[config.mk]
export PLATFORM = sky130hd
export DESIGN_NAME = hdmi_mode_switcher
export DESIGN_NICKNAME = d
export VERILOG_FILES = /design/src/rtl/hdmi_mode_pkg.sv /design/src/rtl/mode_req_sync.sv /design/src/rtl/hdmi_mode_switcher.sv
export SDC_FILE = /design/constraint.sdc
export NUM_CORES = 1
export LEC_CHECK = 0
export CAP_MARGIN = 20
export CORE_MARGIN = 8
export CORE_UTILIZATION = 53
export DETAILED_ROUTE_END_ITERATION = 8
export MAX_ROUTING_LAYER = met4
export PLACE_DENSITY = 0.76
export SETUP_SLACK_MARGIN = 0.2
export SLEW_MARGIN = 30
export SYNTH_ARGS = -nofsm -noshare
export SYNTH_HDL_FRONTEND = slang
export SYNTH_SLANG_ARGS = --single-unit
[constraint.sdc]
create_clock -name clk_pixel -period 2.5 [get_ports clk_pixel]
set_clock_uncertainty 0.2 [all_clocks]
set_input_delay 0.25 -clock clk_pixel [delete_from_list [all_inputs] [get_ports clk_pixel]]
set_output_delay 0.25 -clock clk_pixel [all_outputs]
set_load 0.01 [all_outputs]
[src/rtl/hdmi_mode_pkg.sv]
// Shared types for the HDMI mode switcher.
// Holds the FSM state, the counter widths and saturating increments.
package hdmi_mode_pkg;

  typedef enum logic [1:0] {
    ST_RUN,
    ST_BLANK,
    ST_RESET,
    ST_SETTLE
  } mode_state_e;

  localparam int FRAME_CNT_W = 8;
  localparam int CYCLE_CNT_W = 22;

  typedef logic [FRAME_CNT_W-1:0] frame_cnt_t;
  typedef logic [FRAME_CNT_W:0]   frame_sum_t;
  typedef logic [CYCLE_CNT_W-1:0] cycle_cnt_t;

  function automatic cycle_cnt_t cyc_inc(
    input cycle_cnt_t v
  );
    return (v == '1) ? v : v + 1'b1;
  endfunction

  function automatic frame_cnt_t frm_inc(
    input frame_cnt_t v
  );
    return (v == '1) ? v : v + 1'b1;
  endfunction

endpackage

[src/rtl/mode_req_sync.sv]
// Two-flop synchronizer for the video standard request.
// The output follows only after STABLE_CYCLES equal samples in a row.
module mode_req_sync
  import hdmi_mode_pkg::*;
#(
  parameter int STABLE_CYCLES = 1024
) (
  input  logic clk_pixel,
  input  logic reset_n,
  input  logic async_in,
  output logic stable_out
);

  localparam cycle_cnt_t STABLE_C = cycle_cnt_t'(STABLE_CYCLES);

  logic       meta;
  logic       sync;
  logic       cand;
  cycle_cnt_t cnt;
  cycle_cnt_t cnt_inc;

  assign cnt_inc = cyc_inc(cnt);

  // cnt holds the run length of the current candidate, its first sample included
  always_ff @(posedge clk_pixel or negedge reset_n) begin
    if (!reset_n) begin
      meta       <= 1'b0;
      sync       <= 1'b0;
      cand       <= 1'b0;
      cnt        <= '0;
      stable_out <= 1'b0;
    end else begin
      meta <= async_in;
      sync <= meta;
      if (sync != cand) begin
        cand <= sync;
        cnt  <= cycle_cnt_t'(1);
        if (STABLE_C <= cycle_cnt_t'(1))
          stable_out <= sync;
      end else begin
        if (cnt < STABLE_C)
          cnt <= cnt_inc;
        if (cnt_inc >= STABLE_C)
          stable_out <= cand;
      end
    end
  end

endmodule

[src/rtl/hdmi_mode_switcher.sv]
// Sequences a PAL/NTSC change of the HDMI output stage:
// blank, reset the stage, let it settle muted, then resume.
module hdmi_mode_switcher
  import hdmi_mode_pkg::*;
#(
  parameter int STABLE_CYCLES = 1024,
  parameter int BLANK_FRAMES  = 1,
  parameter int RESET_CYCLES  = 64,
  parameter int SETTLE_FRAMES = 2,
  parameter int FRAME_TIMEOUT = 2000000
) (
  input  logic        clk_pixel,
  input  logic        reset_n,
  input  logic        pal_mode_req,
  input  logic [10:0] cx,
  input  logic [9:0]  cy,
  output logic        pal_mode,
  output logic        hdmi_reset,
  output logic        video_blank,
  output logic        audio_enable,
  output logic        busy
);

  localparam cycle_cnt_t RESET_LAST = cycle_cnt_t'(RESET_CYCLES - 1);
  localparam cycle_cnt_t TO_LAST    = cycle_cnt_t'(FRAME_TIMEOUT - 1);
  localparam frame_sum_t BLANK_N    = frame_sum_t'(BLANK_FRAMES);
  localparam frame_sum_t SETTLE_N   = frame_sum_t'(SETTLE_FRAMES);

  mode_state_e state;
  mode_state_e state_nx;

  logic       req_stable;
  logic       target;
  logic       origin;
  logic       origin_q;
  logic       frame_start;
  logic       wait_st;
  logic       tick;
  logic       frames_done;
  frame_cnt_t frame_cnt;
  frame_sum_t frames_seen;
  cycle_cnt_t to_cnt;
  cycle_cnt_t rst_cnt;

  mode_req_sync #(
    .STABLE_CYCLES(STABLE_CYCLES)
  ) u_sync (
    .clk_pixel (clk_pixel),
    .reset_n   (reset_n),
    .async_in  (pal_mode_req),
    .stable_out(req_stable)
  );

  assign origin      = (cx == '0) && (cy == '0);
  assign wait_st     = (state == ST_BLANK) || (state == ST_SETTLE);
  // a missing frame start is treated as if one had arrived
  assign tick        = frame_start || (to_cnt >= TO_LAST);
  assign frames_seen = frame_sum_t'(frame_cnt) + 1'b1;

  always_comb begin
    state_nx    = state;
    frames_done = 1'b0;
    unique case (state)
      ST_RUN: begin
        if (req_stable != pal_mode)
          state_nx = ST_BLANK;
      end
      ST_BLANK: begin
        if (tick && (frames_seen >= BLANK_N)) begin
          state_nx    = ST_RESET;
          frames_done = 1'b1;
        end
      end
      ST_RESET: begin
        if (rst_cnt >= RESET_LAST)
          state_nx = ST_SETTLE;
      end
      ST_SETTLE: begin
        if (tick && (frames_seen >= SETTLE_N)) begin
          state_nx    = ST_RUN;
          frames_done = 1'b1;
        end
      end
      default: state_nx = ST_RESET;
    endcase
  end

  always_ff @(posedge clk_pixel or negedge reset_n) begin
    if (!reset_n) begin
      state        <= ST_RESET;
      target       <= 1'b0;
      pal_mode     <= 1'b0;
      hdmi_reset   <= 1'b1;
      video_blank  <= 1'b1;
      audio_enable <= 1'b0;
      busy         <= 1'b1;
      origin_q     <= 1'b0;
      frame_start  <= 1'b0;
      frame_cnt    <= '0;
      to_cnt       <= '0;
      rst_cnt      <= '0;
    end else begin
      state        <= state_nx;
      origin_q     <= origin;
      frame_start  <= origin && !origin_q;
      hdmi_reset   <= (state_nx == ST_RESET);
      video_blank  <= (state_nx != ST_RUN);
      audio_enable <= (state_nx == ST_RUN);
      busy         <= (state_nx != ST_RUN);
      if ((state == ST_RUN) && (state_nx == ST_BLANK))
        target <= req_stable;
      if ((state == ST_BLANK) && (state_nx == ST_RESET))
        pal_mode <= target;
      if ((state == ST_RESET) && (state_nx == ST_RESET))
        rst_cnt <= cyc_inc(rst_cnt);
      else
        rst_cnt <= '0;
      if (wait_st && !tick)
        to_cnt <= cyc_inc(to_cnt);
      else
        to_cnt <= '0;
      if (!wait_st || frames_done)
        frame_cnt <= '0;
      else if (tick)
        frame_cnt <= frm_inc(frame_cnt);
    end
  end

endmodule

==> Word level (Yosys, flattened, before mapping) <==
Cells that the tools add are included.
{ "totals": {"reg_bits": 87, "output_inout_bits": 5, "word_cells": 83} }
{ "op_classes": {"add_sub_neg": 5, "order_cmp": 6, "n_eq_ne": 14, "mux": 18, "bitwise": 1, "reduce_logical": 23} }
{ "op_table": {"columns": ["op", "n"], "rows": [
  ["$mux W22", 7],
  ["$add A22 B1 Y22 const B", 3],
  ["$eq A22 B22 Y1 const B", 3],
  ["$mux W8", 3],
  ["$ge A22 B11 Y1 const B", 1],
  ["$ge A22 B21 Y1 const B", 1],
  ["$ge A22 B6 Y1 const B", 1],
  ["$lt A22 B11 Y1 const B", 1],
  ["$logic_not A11 Y1", 1],
  ["$logic_not A10 Y1", 1],
  ["$add A8 B1 Y9 const B", 1],
  ["$ge A9 B1 Y1 const B", 1],
  ["$ge A9 B2 Y1 const B", 1],
  ["$add A8 B1 Y8 const B", 1],
  ["$eq A8 B8 Y1 const B", 1],
  ["$logic_and A1 B1 Y1", 8],
  ["$mux W2", 4],
  ["$pmux W2 S4", 1],
  ["$eq A2 B2 Y1 const B", 3],
  ["$ne A2 B2 Y1 const B", 3],
  ["$reduce_bool A2 Y1", 3],
  ["$eq A2 B1 Y1 const B", 2],
  ["$logic_not A2 Y1", 2],
  ["$reduce_and A2 Y1", 2],
  ["6 further kinds", 12]
]} }

==> Depth between registers and ports, before layout <==
Gate-level depths: netlist of the first run.
{ "logic_depth": {"ltp_word": 8, "mapped_depth": 9, "depth_no_buf": 8} }

==> Hierarchy <==
From an unflattened synthesis of the first run, not the netlist that was laid out.
{ "unflattened": {"hier_cells": 425, "area_unflattened_um2": 4246.6} }
{ "modules_own_cells": {"columns": ["mod", "instances", "cells_per_inst", "area_each_um2", "seq_area_each_um2"], "rows": [
  ["hdmi_mode_switcher", 1, 281, 2875.3, 1530.2],
  ["mode_req_sync", 1, 144, 1371.3, 650.6]
]} }

==> Worst setup path before layout of the first run <==
OpenSTA, ideal clock, no wires.
{ "synth_path": {"path_kind": "register to register", "start": "register frame_cnt[0]", "end": "register frame_cnt[0]", "setup_time_ps": 78, "arrival_ps": 2133, "t_required_ps": 2222, "path_slack_ps": 89, "path_stages_with_launch": 9, "period_less_slack_ps": 2411, "path_cell_list": "dfrtp_1 ha_1 and3_1 and3_4 xor2_1 nor4_2 o21ai_0 or3_1 a21boi_1"} }
{ "synth_via": {"elab_chain_cells": 8, "elab_cells_between_ends": 17, "cone_classes": "add/sub (2); order compare (2); eq/ne (2); mux (6); reduce/logical (5)"} }
{ "synth_lines": {"columns": ["element", "line", "rtl"], "rows": [
  ["start: declaration", "hdmi_mode_switcher.sv:40", "frame_cnt_t frame_cnt;"],
  ["start signal: assignment", "hdmi_mode_switcher.sv:125", "frame_cnt <= frm_inc(frame_cnt);"],
  ["$add A8 B1 Y9", "hdmi_mode_switcher.sv:58", "assign frames_seen = frame_sum_t'(frame_cnt) + 1'b1;"],
  ["$ge A9 B2 Y1 / $ge A9 B1 Y1 (equally long branches)", "hdmi_mode_switcher.sv:79, hdmi_mode_switcher.sv:69", null],
  ["$logic_and A1 B1 Y1 (on tied branches)", "hdmi_mode_switcher.sv:79, hdmi_mode_switcher.sv:69", null],
  ["$mux W1 (on tied branches)", "hdmi_mode_switcher.sv:79, hdmi_mode_switcher.sv:69", null],
  ["$pmux W1 S2", "hdmi_mode_switcher.sv:63", "unique case (state)"],
  ["$logic_or A1 B1 Y1", "hdmi_mode_switcher.sv:122", "if (!wait_st || frames_done)"],
  ["$ne A2 B2 Y1 (no line) / $reduce_bool A2 Y1 (equally long branches)", null, null],
  ["$reduce_and A2 Y1 (no line)", null, null]
]} }
Several ways; a longest one is shown, not always the timed one. The select of a mux whose other input is x is not followed.
A chain may end at the register's enable or synchronous reset.

==> Final worst setup path of the first run <==
{ "layout_path": {"start": "register frame_cnt[0]", "end": "register pal_mode"} }
{ "layout_via": {"elab_chain_cells": 7, "elab_cells_between_ends": 10, "cone_classes": "add/sub (1); order compare (2); eq/ne (1); mux (3); reduce/logical (3)"} }
{ "layout_lines": {"columns": ["element", "line", "rtl"], "rows": [
  ["$add A8 B1 Y9 (*)", "hdmi_mode_switcher.sv:58", null],
  ["$ge A9 B2 Y1 / $ge A9 B1 Y1 (equally long branches)", "hdmi_mode_switcher.sv:79, hdmi_mode_switcher.sv:69", null],
  ["$logic_and A1 B1 Y1 (on tied branches)", "hdmi_mode_switcher.sv:79, hdmi_mode_switcher.sv:69", null],
  ["$mux W2 (on tied branches)", "hdmi_mode_switcher.sv:79, hdmi_mode_switcher.sv:69", null],
  ["$pmux W2 S4 (*)", "hdmi_mode_switcher.sv:63", null],
  ["$eq A2 B2 Y1 (*)", "hdmi_mode_switcher.sv:112", "if ((state == ST_BLANK) && (state_nx == ST_RESET))"],
  ["$logic_and A1 B1 Y1 (*)", "hdmi_mode_switcher.sv:112", null],
  ["end signal: assignment", "hdmi_mode_switcher.sv:113", "pal_mode <= target;"],
  ["end: declaration", "hdmi_mode_switcher.sv:17", "output logic pal_mode,"]
]} }
Mark *: on every way between the ends. The rest lies on a longest branch, timed or not.

==> reports/qor.txt, run 1 <==
SETUP PATH
----------------------------------------------------------------------------
Critical Path Start Type                                           flip-flop
CP max stage cell                                               sky130_fd_sc_hd__dfrtp_2
Worst EP required                                                    2.55 ns
Maximum net fanout on the critical path                                    3
CP delay by family, top                                         simple AND/OR/NAND/NOR gates
Count of cell instances traversed by the critical path                    10
CP dominant cell by count                                       sky130_fd_sc_hd__and3_4
Setup slack, reg-to-reg                                             -0.03 ns
Critical path class                                               reg -> reg
Largest stage delay on the critical path                             0.42 ns
CP Data Arrival Time                                                 2.58 ns
Endpoint kind of the worst setup timing path                       flip-flop
Number of cells on the worst reg-to-reg path                              10
CP cell instances                                               buf_6, ha_4, and3_4, and3_4, xor2_2, nor4_2, buf_4, nand3b_1, nand4_4, mux2_4
Reg2reg start                                                   frame_cnt[0]$_DFFE_PN0P_
Combined buffer and inverter count along the critical path                 2
Endpoint of the worst register-to-register path                 pal_mode$_DFFE_PN0P_

PLACEMENT
----------------------------------------------------------------------------
IO buf count                                                              28
Routability cong.                                                     0.8830
Detailed placement HPWL                                              5458 um
Area of placed instances                                            4528 um2

FINAL LAYOUT
----------------------------------------------------------------------------
Synth-to-layout area growth                                           26.55%
Final design instance area without fill                             5064 um2
Ratio of cells with drive above 1 in the final layout                 20.48%
Multi-input gate area in the final layout                           1951 um2
Final-layout fill cell count                                             580
Leading cell types in the layout, fill and taps excluded        sky130_fd_sc_hd__dfrtp_1 (82), sky130_fd_sc_hd__nor2_1 (44), sky130_fd_sc_hd__buf_4 (29), sky130_fd_sc_hd__clkdlybuf4s50_1 (27), sky130_fd_sc_hd__xor2_1 (22)
Number of antenna cells inserted                                           0
Most common cell after layout, fill and taps aside              sky130_fd_sc_hd__dfrtp_1
FF/Latch Area                                                       2183 um2
Net count, final                                                         484

ROUTE
----------------------------------------------------------------------------
Via count                                                              3,074
Total detailed-routing wirelength                                    8307 um
Average wire per standard cell                                      14.89 um
Router iterations before antenna repair                                    4
Post-route ant nets                                                        0
DRC viols                                                                  0
Violation count after the first detailed-routing iteration                85
Routed vias/inst                                                       5.509

MIN PATH
----------------------------------------------------------------------------
Min-Delay Path Class                                               in -> reg
Hold Path Stages                                                           1
Beginning of the worst hold path                                pal_mode_req
Worst hold endpoint                                             u_sync.meta$_DFF_PN0_

STA
----------------------------------------------------------------------------
Maximum achievable frequency                                       394.9 MHz
Final min period                                                    2.532 ns
Final clock period utilization by the worst path                      101.3%
Final worst slack                                                -0.03203 ns
Setup repair after global routing missed its margin                     true
Final hold vios                                                            0
Finish-stage setup viols                                                   2
Final Max Tran Viols                                                       0
Transition at the pin with the smallest max-transition slack       0.6975 ns
Headroom to the max-slew limit                                        53.16%
Aggregate negative setup slack                                   -0.04933 ns

GRT
----------------------------------------------------------------------------
Aggregate global routing overflow                                          0
Vias in the first global route                                         3,152
Maximum number of pins on one net before global-route repair              51
Antenna violations before repair                                           0
Peak-usage layer in the global routing report                           met2
Total track usage                                                     17.57%
Global-route met3 utilization                                         3.444%
Met2 usage in global routing                                          27.54%
Wire length of the first global-routing pass                       14,020 um
Met1 track demand over resource in global routing                     20.62%

SYNTH
----------------------------------------------------------------------------
Async SR Flop Fraction                                                100.0%
Post-synth cell types                                                     62
Number of enable flip-flop cells after synthesis                           0
Xor and xnor fraction of the mapped netlist area                      7.880%
Mean area per synthesized cell                                     10.61 um2
Multiplexer area fraction after synthesis                             1.282%
Yosys Warn Count                                                           0
Flip-flop and latch count after synthesis                                 87
Compound-Gate Fraction of Synth Area                                  6.754%
Share of synthesized cell area in and, or, nand and nor gates         25.23%
Flip-flop cell with the highest count after synthesis           sky130_fd_sc_hd__dfrtp_1
Sequential fraction of the synthesis area                             54.50%
Adder and majority cell fraction of the synthesized area              1.876%
Dominant combinational cell family by area after synthesis      simple AND/OR/NAND/NOR gates
Cells after synthesis                                                    377
Synthesized area                                                    4001 um2

CLOCKING
----------------------------------------------------------------------------
Clock insertion delay at the later pin of the skew report            0.36 ns
Maximum buffer depth of the clock tree                                     2
CTS tree                                                               built
Number of clock sinks seen by CTS                                         87
H-tree lvl count                                                           3
Worst-path clk slew                                                  0.09 ns
Clk root buf                                                    sky130_fd_sc_hd__clkbuf_8
Clock buffers created by TritonCTS                                         9

FLOORPLANNING
----------------------------------------------------------------------------
Die boundary height                                                 102.9 um
Placeable core region                                               7292 um2
Initial standard-cell utilization of the core                         54.87%
IO Count                                                                  29
Number of cell rows                                                       31
DIE AREA                                                          10,590 um2
Die X                                                               102.9 um

POWER AND IR DROP
----------------------------------------------------------------------------
IR drop worst, VDD                                                  277.7 uV
Power per cell area                                             535.0 nW/um2
Leakage power figure                                             0.002244 uW

STATUS
----------------------------------------------------------------------------
Result of the run                                               finished with violations
Violations in the final reports                                 setup timing

FLOW RUN
----------------------------------------------------------------------------
Max-cap violations                                                         0

layer usage:
layer,up-vias,part of all wire [%]
li1,1470,-
met1,1495,44
met2,84,49
met3,25,4.3
met4,0,2.9
met5,-,0
cells in the mapped netlist (all sizes together) (2+ instances only):
cell type,count,area share (%)
nor4,14,2.8
inv,10,0.94
or3,6,0.94
ha,6,1.9
nor2,45,4.3
nand3,18,2.4
nor3,18,2.4
buf,4,0.88
nand2,25,2.4
a21boi,2,0.38
a31oi,3,0.47
a21oi,11,1.5
or2,2,0.31
xnor2,13,2.8
mux2i,4,1.0
o21ai,10,1.3
and2,11,1.8
nand4,14,2.5
or4,2,0.38
dfrtp,84,53
and3,13,2.3
and4,7,1.6
xor2,23,5.0
clkbuf,6,0.56
dfstp,3,2.0
registers in the layout, indices dropped and copies added (netlist names), 2 cells and up:
name	cells
state	2
to_cnt	22
frame_cnt	8
u_sync.cnt	22
rst_cnt	22
cells by family (layout without fill, tap and decap cells):
group                      after synthesis  after routing
other                                    1             17
muxes                                    5              5
xor gates and xnor gates                36             36
buffers and inverters                   20             86
adders and majority gates                6              6
DFF                                     87             87
and+or+nand+nor                        181            181
AOI/OAI and AO/OA                       41             41
worst reg2reg max path: stages (launching register included):
cell                       delay, ns
sky130_fd_sc_hd__dfrtp_2        0.42
sky130_fd_sc_hd__buf_6          0.12
sky130_fd_sc_hd__ha_4           0.15
sky130_fd_sc_hd__and3_4         0.18
sky130_fd_sc_hd__and3_4         0.18
sky130_fd_sc_hd__xor2_2         0.14
sky130_fd_sc_hd__nor4_2         0.27
sky130_fd_sc_hd__buf_4          0.17
sky130_fd_sc_hd__nand3b_1       0.16
sky130_fd_sc_hd__nand4_4        0.13
sky130_fd_sc_hd__mux2_4         0.31
where the power goes:
part | internal (uW) | switching (uW) | total, uW
combinational | 75.2 | 78.8 | 154
clock | 577 | 521 | 1100
sequential | 1430 | 23.1 | 1460
total | 2090 | 623 | 2710
metrics by stage:
stage	util, %	std cells	total power (uW)	hold slack (ns)	setup WS (ns)
after floorplan	-	393	1522	-0.2456	0.2039
after global placement	62.10	524	1604	0.04349	0.1195
after detailed placement	62.10	524	1608	0.04616	-0.01607
after CTS	67.91	554	2732	0.1137	0.1343
after global routing	69.44	558	2824	0.1133	-0.1200
final	69.44	558	2709	0.1292	-0.03203
final cells by class:
type | count | share of cell area, %
timing repair buffer | 60 | 10.67
inverter | 10 | 0.7413
clock buffer | 9 | 2.446
sequential | 87 | 43.12
tap | 99 | 2.446
multi-input combinational | 286 | 38.52
clock inverter | 7 | 2.051
timing repair:
item	4_1_cts	5_1_grt
hold buffers	1	0
setup buffers	13	4
resized for setup	15	19
endpoints found under the setup margin	22	23
pin swaps	8	7
endpoints found under the hold margin	37	0
how the worst max path moves through the flow:
stage,startpoint,to,slack [ns]
floorplan,to_cnt[11]$_DFFE_PN0P_,pal_mode$_DFFE_PN0P_,0.20
global placement,to_cnt[1]$_DFFE_PN0P_,pal_mode$_DFFE_PN0P_,0.12
detailed placement,frame_cnt[0]$_DFFE_PN0P_,pal_mode$_DFFE_PN0P_,-0.02
CTS,frame_cnt[1]$_DFFE_PN0P_,audio_enable$_DFF_PN0_,0.13
global route,frame_cnt[0]$_DFFE_PN0P_,audio_enable$_DFF_PN0_,-0.12
finish,frame_cnt[0]$_DFFE_PN0P_,pal_mode$_DFFE_PN0P_,-0.03
Note: power is estimated with default switching activity, not from simulation.
==> run 2, diff against run 1 <==
--- a/constraint.sdc
+++ b/constraint.sdc
@@ -3,3 +3,3 @@
 set_input_delay 0.25 -clock clk_pixel [delete_from_list [all_inputs] [get_ports clk_pixel]]
 set_output_delay 0.25 -clock clk_pixel [all_outputs]
-set_load 0.01 [all_outputs]
+set_load 0.02 [all_outputs]
==> results of run 2 <==
The final DEF is identical to that of run 1; final timing and power are the same.
